<file path="src/rtl/dncnt_pkg.sv">
// Shared definitions for the countdown controller and the sequencing FSMs that drive it.
package dncnt_pkg;

    localparam logic [1:0] ST_IDLE = 2'd0;
    localparam logic [1:0] ST_RUN  = 2'd1;
    localparam logic [1:0] ST_HOLD = 2'd2;

    typedef enum logic [1:0] {
        S_IDLE = ST_IDLE,
        S_RUN  = ST_RUN,
        S_HOLD = ST_HOLD
    } state_e;

endpackage : dncnt_pkg

</file>
<file path="src/rtl/sync_dncnt.sv">
// Loadable synchronous down-counter datapath that saturates at zero.
module sync_dncnt #(
    parameter int N = 6
) (
    input  logic         clk,
    input  logic         rst,
    input  logic         ld,
    input  logic [N-1:0] ld_val,
    input  logic         dec,
    output logic [N-1:0] q,
    output logic         is_one
);

    logic [N-1:0] cnt_q;
    logic [N-1:0] cnt_d;

    always_comb begin
        cnt_d = cnt_q;
        if (ld) begin
            cnt_d = ld_val;
        end else if (dec && (cnt_q != '0)) begin
            cnt_d = cnt_q - N'(1);
        end
    end

    // NOTE: sequential state uses non-blocking assignments so every register
    // samples its pre-edge inputs, independent of statement order.
    always_ff @(posedge clk) begin
        if (rst) begin
            cnt_q <= '0;
        end else begin
            cnt_q <= cnt_d;
        end
    end

    assign q      = cnt_q;
    assign is_one = (cnt_q == N'(1));

endmodule : sync_dncnt

</file>
<file path="src/rtl/dncnt_ctrl.sv">
// Countdown controller: IDLE/RUN/HOLD sequencing, one-shot or auto-reload,
// registered terminal-count pulse. Priority: rst > abort > start > hold > tick.
module dncnt_ctrl
    import dncnt_pkg::*;
#(
    parameter int N = 6
) (
    input  logic         clk,
    input  logic         rst,
    input  logic         start,
    input  logic         abort,
    input  logic         hold,
    input  logic         tick,
    input  logic         auto_reload,
    input  logic [N-1:0] load_val,
    output logic [N-1:0] q,
    output logic         busy,
    output logic         done
);

    state_e       state_q, state_d;
    logic [N-1:0] reload_q, reload_d;
    logic         mode_q, mode_d;
    logic         done_q, done_d;

    logic         cnt_ld;
    logic [N-1:0] cnt_ld_val;
    logic         cnt_dec;
    logic         cnt_is_one;

    sync_dncnt #(.N(N)) u_cnt (
        .clk    (clk),
        .rst    (rst),
        .ld     (cnt_ld),
        .ld_val (cnt_ld_val),
        .dec    (cnt_dec),
        .q      (q),
        .is_one (cnt_is_one)
    );

    // NOTE: every output of this block gets a default first, so no path can
    // leave a signal unassigned and infer a latch.
    always_comb begin
        state_d    = state_q;
        reload_d   = reload_q;
        mode_d     = mode_q;
        done_d     = 1'b0;
        cnt_ld     = 1'b0;
        cnt_ld_val = load_val;
        cnt_dec    = 1'b0;

        if (abort) begin
            // Force the count to zero; any coincident tick is discarded.
            state_d    = S_IDLE;
            cnt_ld     = 1'b1;
            cnt_ld_val = '0;
        end else if (start) begin
            cnt_ld = 1'b1;
            if (load_val != '0) begin
                state_d  = S_RUN;
                reload_d = load_val;
                mode_d   = auto_reload;
            end else begin
                state_d = S_IDLE;
                done_d  = 1'b1;
            end
        end else begin
            unique case (state_q)
                S_RUN: begin
                    if (hold) begin
                        state_d = S_HOLD;
                    end else if (tick) begin
                        if (cnt_is_one) begin
                            done_d = 1'b1;
                            if (mode_q) begin
                                cnt_ld     = 1'b1;
                                cnt_ld_val = reload_q;
                            end else begin
                                cnt_dec = 1'b1;
                                state_d = S_IDLE;
                            end
                        end else begin
                            cnt_dec = 1'b1;
                        end
                    end
                end
                S_HOLD: begin
                    if (!hold) begin
                        state_d = S_RUN;
                    end
                end
                default: begin
                    state_d = S_IDLE;
                end
            endcase
        end
    end

    always_ff @(posedge clk) begin
        if (rst) begin
            state_q  <= S_IDLE;
            reload_q <= '0;
            mode_q   <= 1'b0;
            done_q   <= 1'b0;
        end else begin
            state_q  <= state_d;
            reload_q <= reload_d;
            mode_q   <= mode_d;
            done_q   <= done_d;
        end
    end

    assign busy = (state_q != S_IDLE);
    assign done = done_q;

endmodule : dncnt_ctrl

</file>
<file path="config.mk">
export PLATFORM = sky130hd
export DESIGN_NAME = dncnt_ctrl
export DESIGN_NICKNAME = d
export VERILOG_FILES = /design/src/rtl/dncnt_pkg.sv /design/src/rtl/sync_dncnt.sv /design/src/rtl/dncnt_ctrl.sv
export SDC_FILE = /design/constraint.sdc
export NUM_CORES = 1
export LEC_CHECK = 0
export ABC_AREA = 1
export CAP_MARGIN = 10
export CORE_UTILIZATION = 48
export CTS_BUF_LIST = sky130_fd_sc_hd__clkbuf_8
export DETAILED_ROUTE_END_ITERATION = 12
export PLACE_DENSITY = 0.79
export SETUP_SLACK_MARGIN = 0.1
export SYNTH_ARGS = -nofsm -noshare
export SYNTH_HDL_FRONTEND = slang
export SYNTH_SLANG_ARGS = --single-unit
</file>
<file path="constraint.sdc">
create_clock -name clk -period 1.15 [get_ports clk]
set_input_delay 0.1725 -clock clk [delete_from_list [all_inputs] [get_ports clk]]
set_output_delay 0.1725 -clock clk [all_outputs]
set_load 0.02 [all_outputs]
</file>
==> metrics.cfg, run 1 <==
[die]
ios=21
dieHeight_um=49.2
num_rows=16
die_x_um=49.2
initial_core_util_pct=52.9

[yosys]
avgSynthCellArea_um2=6.56
synth.most_common_cell=nand2_1
yosys.area.top_type_share_pct=29.9
synth_nets=178
ys_types=22
synth-seq-cells=16
synth_top_area_cell=dfxtp_1
synth_edf_count=0
syn-cell-area_um2=1070
ys_seq_area_share_pct=29.9
yosys_warnings=0
synth_flop_cell=dfxtp_1
netlist_instances=163
async_flop_share_pct=0
yosys-top-cells-count=nand2_1, nor2_1, inv_1
synthTopCellsByArea=dfxtp_1, nand2_1, nor2_1

[global_route]
grt_util_all_layers_pct=56.8
grt_overflow=20
grt_max_degree=11

[sta]
worstEpCategory=register data pin
crit_endpoint=u_cnt.q[1]$_SDFFE_PP0P_/D

[place]
hpwl_um=2420
io_buffer_count=20
dpl-instance-area_um2=1590
routabilityCongestion=0.878

[run_status]
haltStage=global routing
status=aborted with a tool error
stop_error=[ERROR GRT-0232] Routing congestion too high. Check the congestion heatmap in the GUI.

[clock_network]
cts_buffers=3
clkSinkCount=16
clockBufferDepth=2
hold_buffers=0
htreeDepth=1
cts-root-buf=clkbuf_8

[cell families after synthesis]
| group | after synthesis | share of synthesized area (%) |
|---|---|---|
| compound gates | 22 | 11.1 |
| xor+xnor | 3 | 2.46 |
| fa+ha+maj | 2 | 2.34 |
| buf+inv | 25 | 9.00 |
| flops | 16 | 29.9 |
| simple gates | 95 | 45.1 |
[stage by stage]
stage | std cells | worst slack [ps]
floorplan | 163 | -128
global placement | 241 | -445
detailed placement | 241 | -564
CTS | 254 | -231
[routing by layer]
metal  overflow  track usage [%]
met1          0             53.5
met2         13             88.6
met3          0             19.9
met4          7             66.7
met5          0                0
[repair_timing]
item                                    in CTS
endpoints found under the setup margin      23
gates cloned                                 1
endpoints found under the hold margin        0
buffers inserted                             8
gates resized for setup                     72
pin swaps                                   15
==> run 2: changes to the inputs <==
Settings changed: CORE_AREA from default to 2 2 63 65, CORE_UTILIZATION 48 to default, CTS_BUF_LIST sky130_fd_sc_hd__clkbuf_8 to default, DIE_AREA from default to 0 0 65 67, PLACE_DENSITY 0.79 to default, PLACE_DENSITY_LB_ADDON from default to 0.15, SETUP_SLACK_MARGIN 0.1 to default.
Clock period 1.15 ns to 1.5 ns, I/O delays scaled along.
==> run 2 against run 1 <==
The run now ends clean; synthesized area did not move; synthesized cell count did not move.
==> metrics.cfg, run 2 <==
[clock_network]
clkSinkCount=16  ; unchanged
hold_buffers=0  ; unchanged
clockBufferDepth=2  ; unchanged
clk_pin_slew_ps=70
htreeDepth=1  ; unchanged
clk_latency_ps=250
cts_buffers=3  ; unchanged
cts_tree=built
cts-root-buf=clkbuf_8

[die]
initial_core_util_pct=29.7  ; -23 points
ios=21  ; unchanged
num_rows=22  ; +6
die_x_um=65  ; +32%
die_area_um2=4360
dieHeight_um=67  ; +36%
placeableCoreArea_um2=3610

[yosys]
synth.most_common_cell=nand2_1
avgSynthCellArea_um2=6.56  ; unchanged
synth_edf_count=0  ; unchanged
ys_seq_area_share_pct=29.9  ; unchanged
synth_flop_cell=dfxtp_1
synth_top_area_cell=dfxtp_1
yosys-top-cells-count=nand2_1, nor2_1, inv_1
yosys_warnings=0  ; unchanged
yosys.area.top_type_share_pct=29.9  ; unchanged
ys_types=22  ; unchanged
synth_nets=178  ; unchanged
synth-seq-cells=16  ; unchanged
netlist_instances=163  ; unchanged
synthTopCellsByArea=dfxtp_1, nand2_1, nor2_1
syn-cell-area_um2=1070  ; unchanged
async_flop_share_pct=0  ; unchanged

[sta]
tns_ps=0
hold_ws_ps=397
finalCritPeriodShare_pct=95.9
hold_viol_final=0
max_slew_margin_pct=81.5
setup_violations=0
tightest_slew_ps=277
skew_ps=2.85
fmax_ghz=0.695
drv_slew=0
min_period_ps=1440

[run_status]
status=completed

[critical_path]
max_stage_delay_ps=600
crit_chain=clkdlybuf4s50_1
critPathBufInv=1
arrival_ps=1210
worstSetupPathType=reg2out
worstPathRequired_ps=1270
worstSetupStartpointType=flip-flop
critPathSlowestCell=clkdlybuf4s50_1
crit_fanout=3
critPathCaptureType=output port
path_delay_family=buffers and inverters

[job]
maxCapViolCount=0

[route]
route.met2.wl_um=1270
m1WireLength_um=1270
route.detailed.drc=0
wl_met3_um=93
wirelength_um=2680
wl_per_cell_um=10.3
top_layer=met4
dr.pass1.iters=4
vias=1178
via_per_inst=4.53
ant_nets=0
drtIter0Drc=33

[global_route]
antenna_found_initial=0
grt_util_all_layers_pct=13.8
grt_overflow=0
grt_max_degree=13
grt_pass1_vias=1112
grt_pass1_wl_um=4580

[cells_and_area]
areaGrowthSynthToFinish_pct=52.9
layout_common_cells=nand2_1, buf_4, nor2_1
final_common_cell=nand2_1
final_core_util_pct=45.4
final_cell_area_um2=1640
final_layout_size_suffix_gt1_share_pct=26.9
fin_nets=228
antenna_cells=0

[hold_path]
min_path_type=in2reg

[place]
hpwl_um=2200  ; -8.9%
routabilityCongestion=0.844  ; -3.8%
dpl-instance-area_um2=1470  ; -7.2%
io_buffer_count=20  ; unchanged

[pwr]
max-vdd-ir-drop_mv=0.297
p_leak_nw=0.793
pwr_density_cell_nw_per_um2=721
fin_total_pwr_mw=1.18

-- run 2: cell counts after synthesis --
Identical to the previous run, type by type.
-- run 2: worst reg2reg max path, delay by kind of cell (launching register included) --
kind / cells / cell delay, ps
AO/OA/AOI/OAI: 1 / 60
adder cells (fa/ha/maj): 1 / 150
flip-flops: 1 / 340
AND/OR/NAND/NOR: 6 / 520
buffers and inverters: 2 / 230
-- run 2: layer usage --
metal / up-vias / GRT usage, %
li1: 629 / -
met1: 526 / 16.7
met2: 18 / 23.7
met3: 5 / 2.36
met4: 0 / 6.38
met5: - / 0
-- run 2: worst paths after layout --
path / startpoint / endpoint / slack, ps / depth (start not counted)
worst max-delay path: u_cnt.q[1] / q[1] / 60 / 1
worst min-delay path: start / state_q[1] / 400 / 4
worst max register to register: u_cnt.q[1] / u_cnt.q[3] / 90 / 10
worst min register to register: reload_q[5] / reload_q[5] / 460 / 2
-- run 2: cells by family (layout without fill, tap and decap cells) --
| logic type | count (synthesis) | in the layout | synth area share (%) |
|---|---|---|---|
| flops | 16 | 16 | 29.9 |
| xor+xnor | 3 | 3 | 2.46 |
| simple gates | 95 | 95 | 45.1 |
| fa+ha+maj | 2 | 2 | 2.34 |
| buf+inv | 25 | 74 | 9.00 |
| compound gates | 22 | 22 | 11.1 |
-- run 2: stage by stage --
stage / cells / setup WS (ps)
finish: 260 / 61.6
global route: 260 / -16.9
CTS: 254 / 2.65
detailed placement: 249 / -225
global placement: 249 / -169
floorplan: 163 / 30.4
-- run 2: cell type report --
class,count,area (um^2)
Fill cell,379,1970
Multi-Input combinational cell,122,701
Timing Repair Buffer,47,409
Sequential cell,16,323
Inverter,23,87.6
Tap cell,48,60.1
Clock buffer,4,55.1
-- run 2: where the power goes --
group | total (mW) | switching, mW | internal (mW)
combinational | 0.308 | 0.161 | 0.148
clock | 0.397 | 0.164 | 0.233
sequential | 0.474 | 0.0236 | 0.450
-- run 2: repair_timing --
item / 4_1_cts / 5_1_grt
setup endpoints to repair: 6 / 10
gates resized for setup: 7 / 17
endpoints found under the hold margin: 0 / 0
buffers inserted: 1 / 6
pin swaps: 1 / 8
Note: power is estimated with default switching activity, not from simulation.
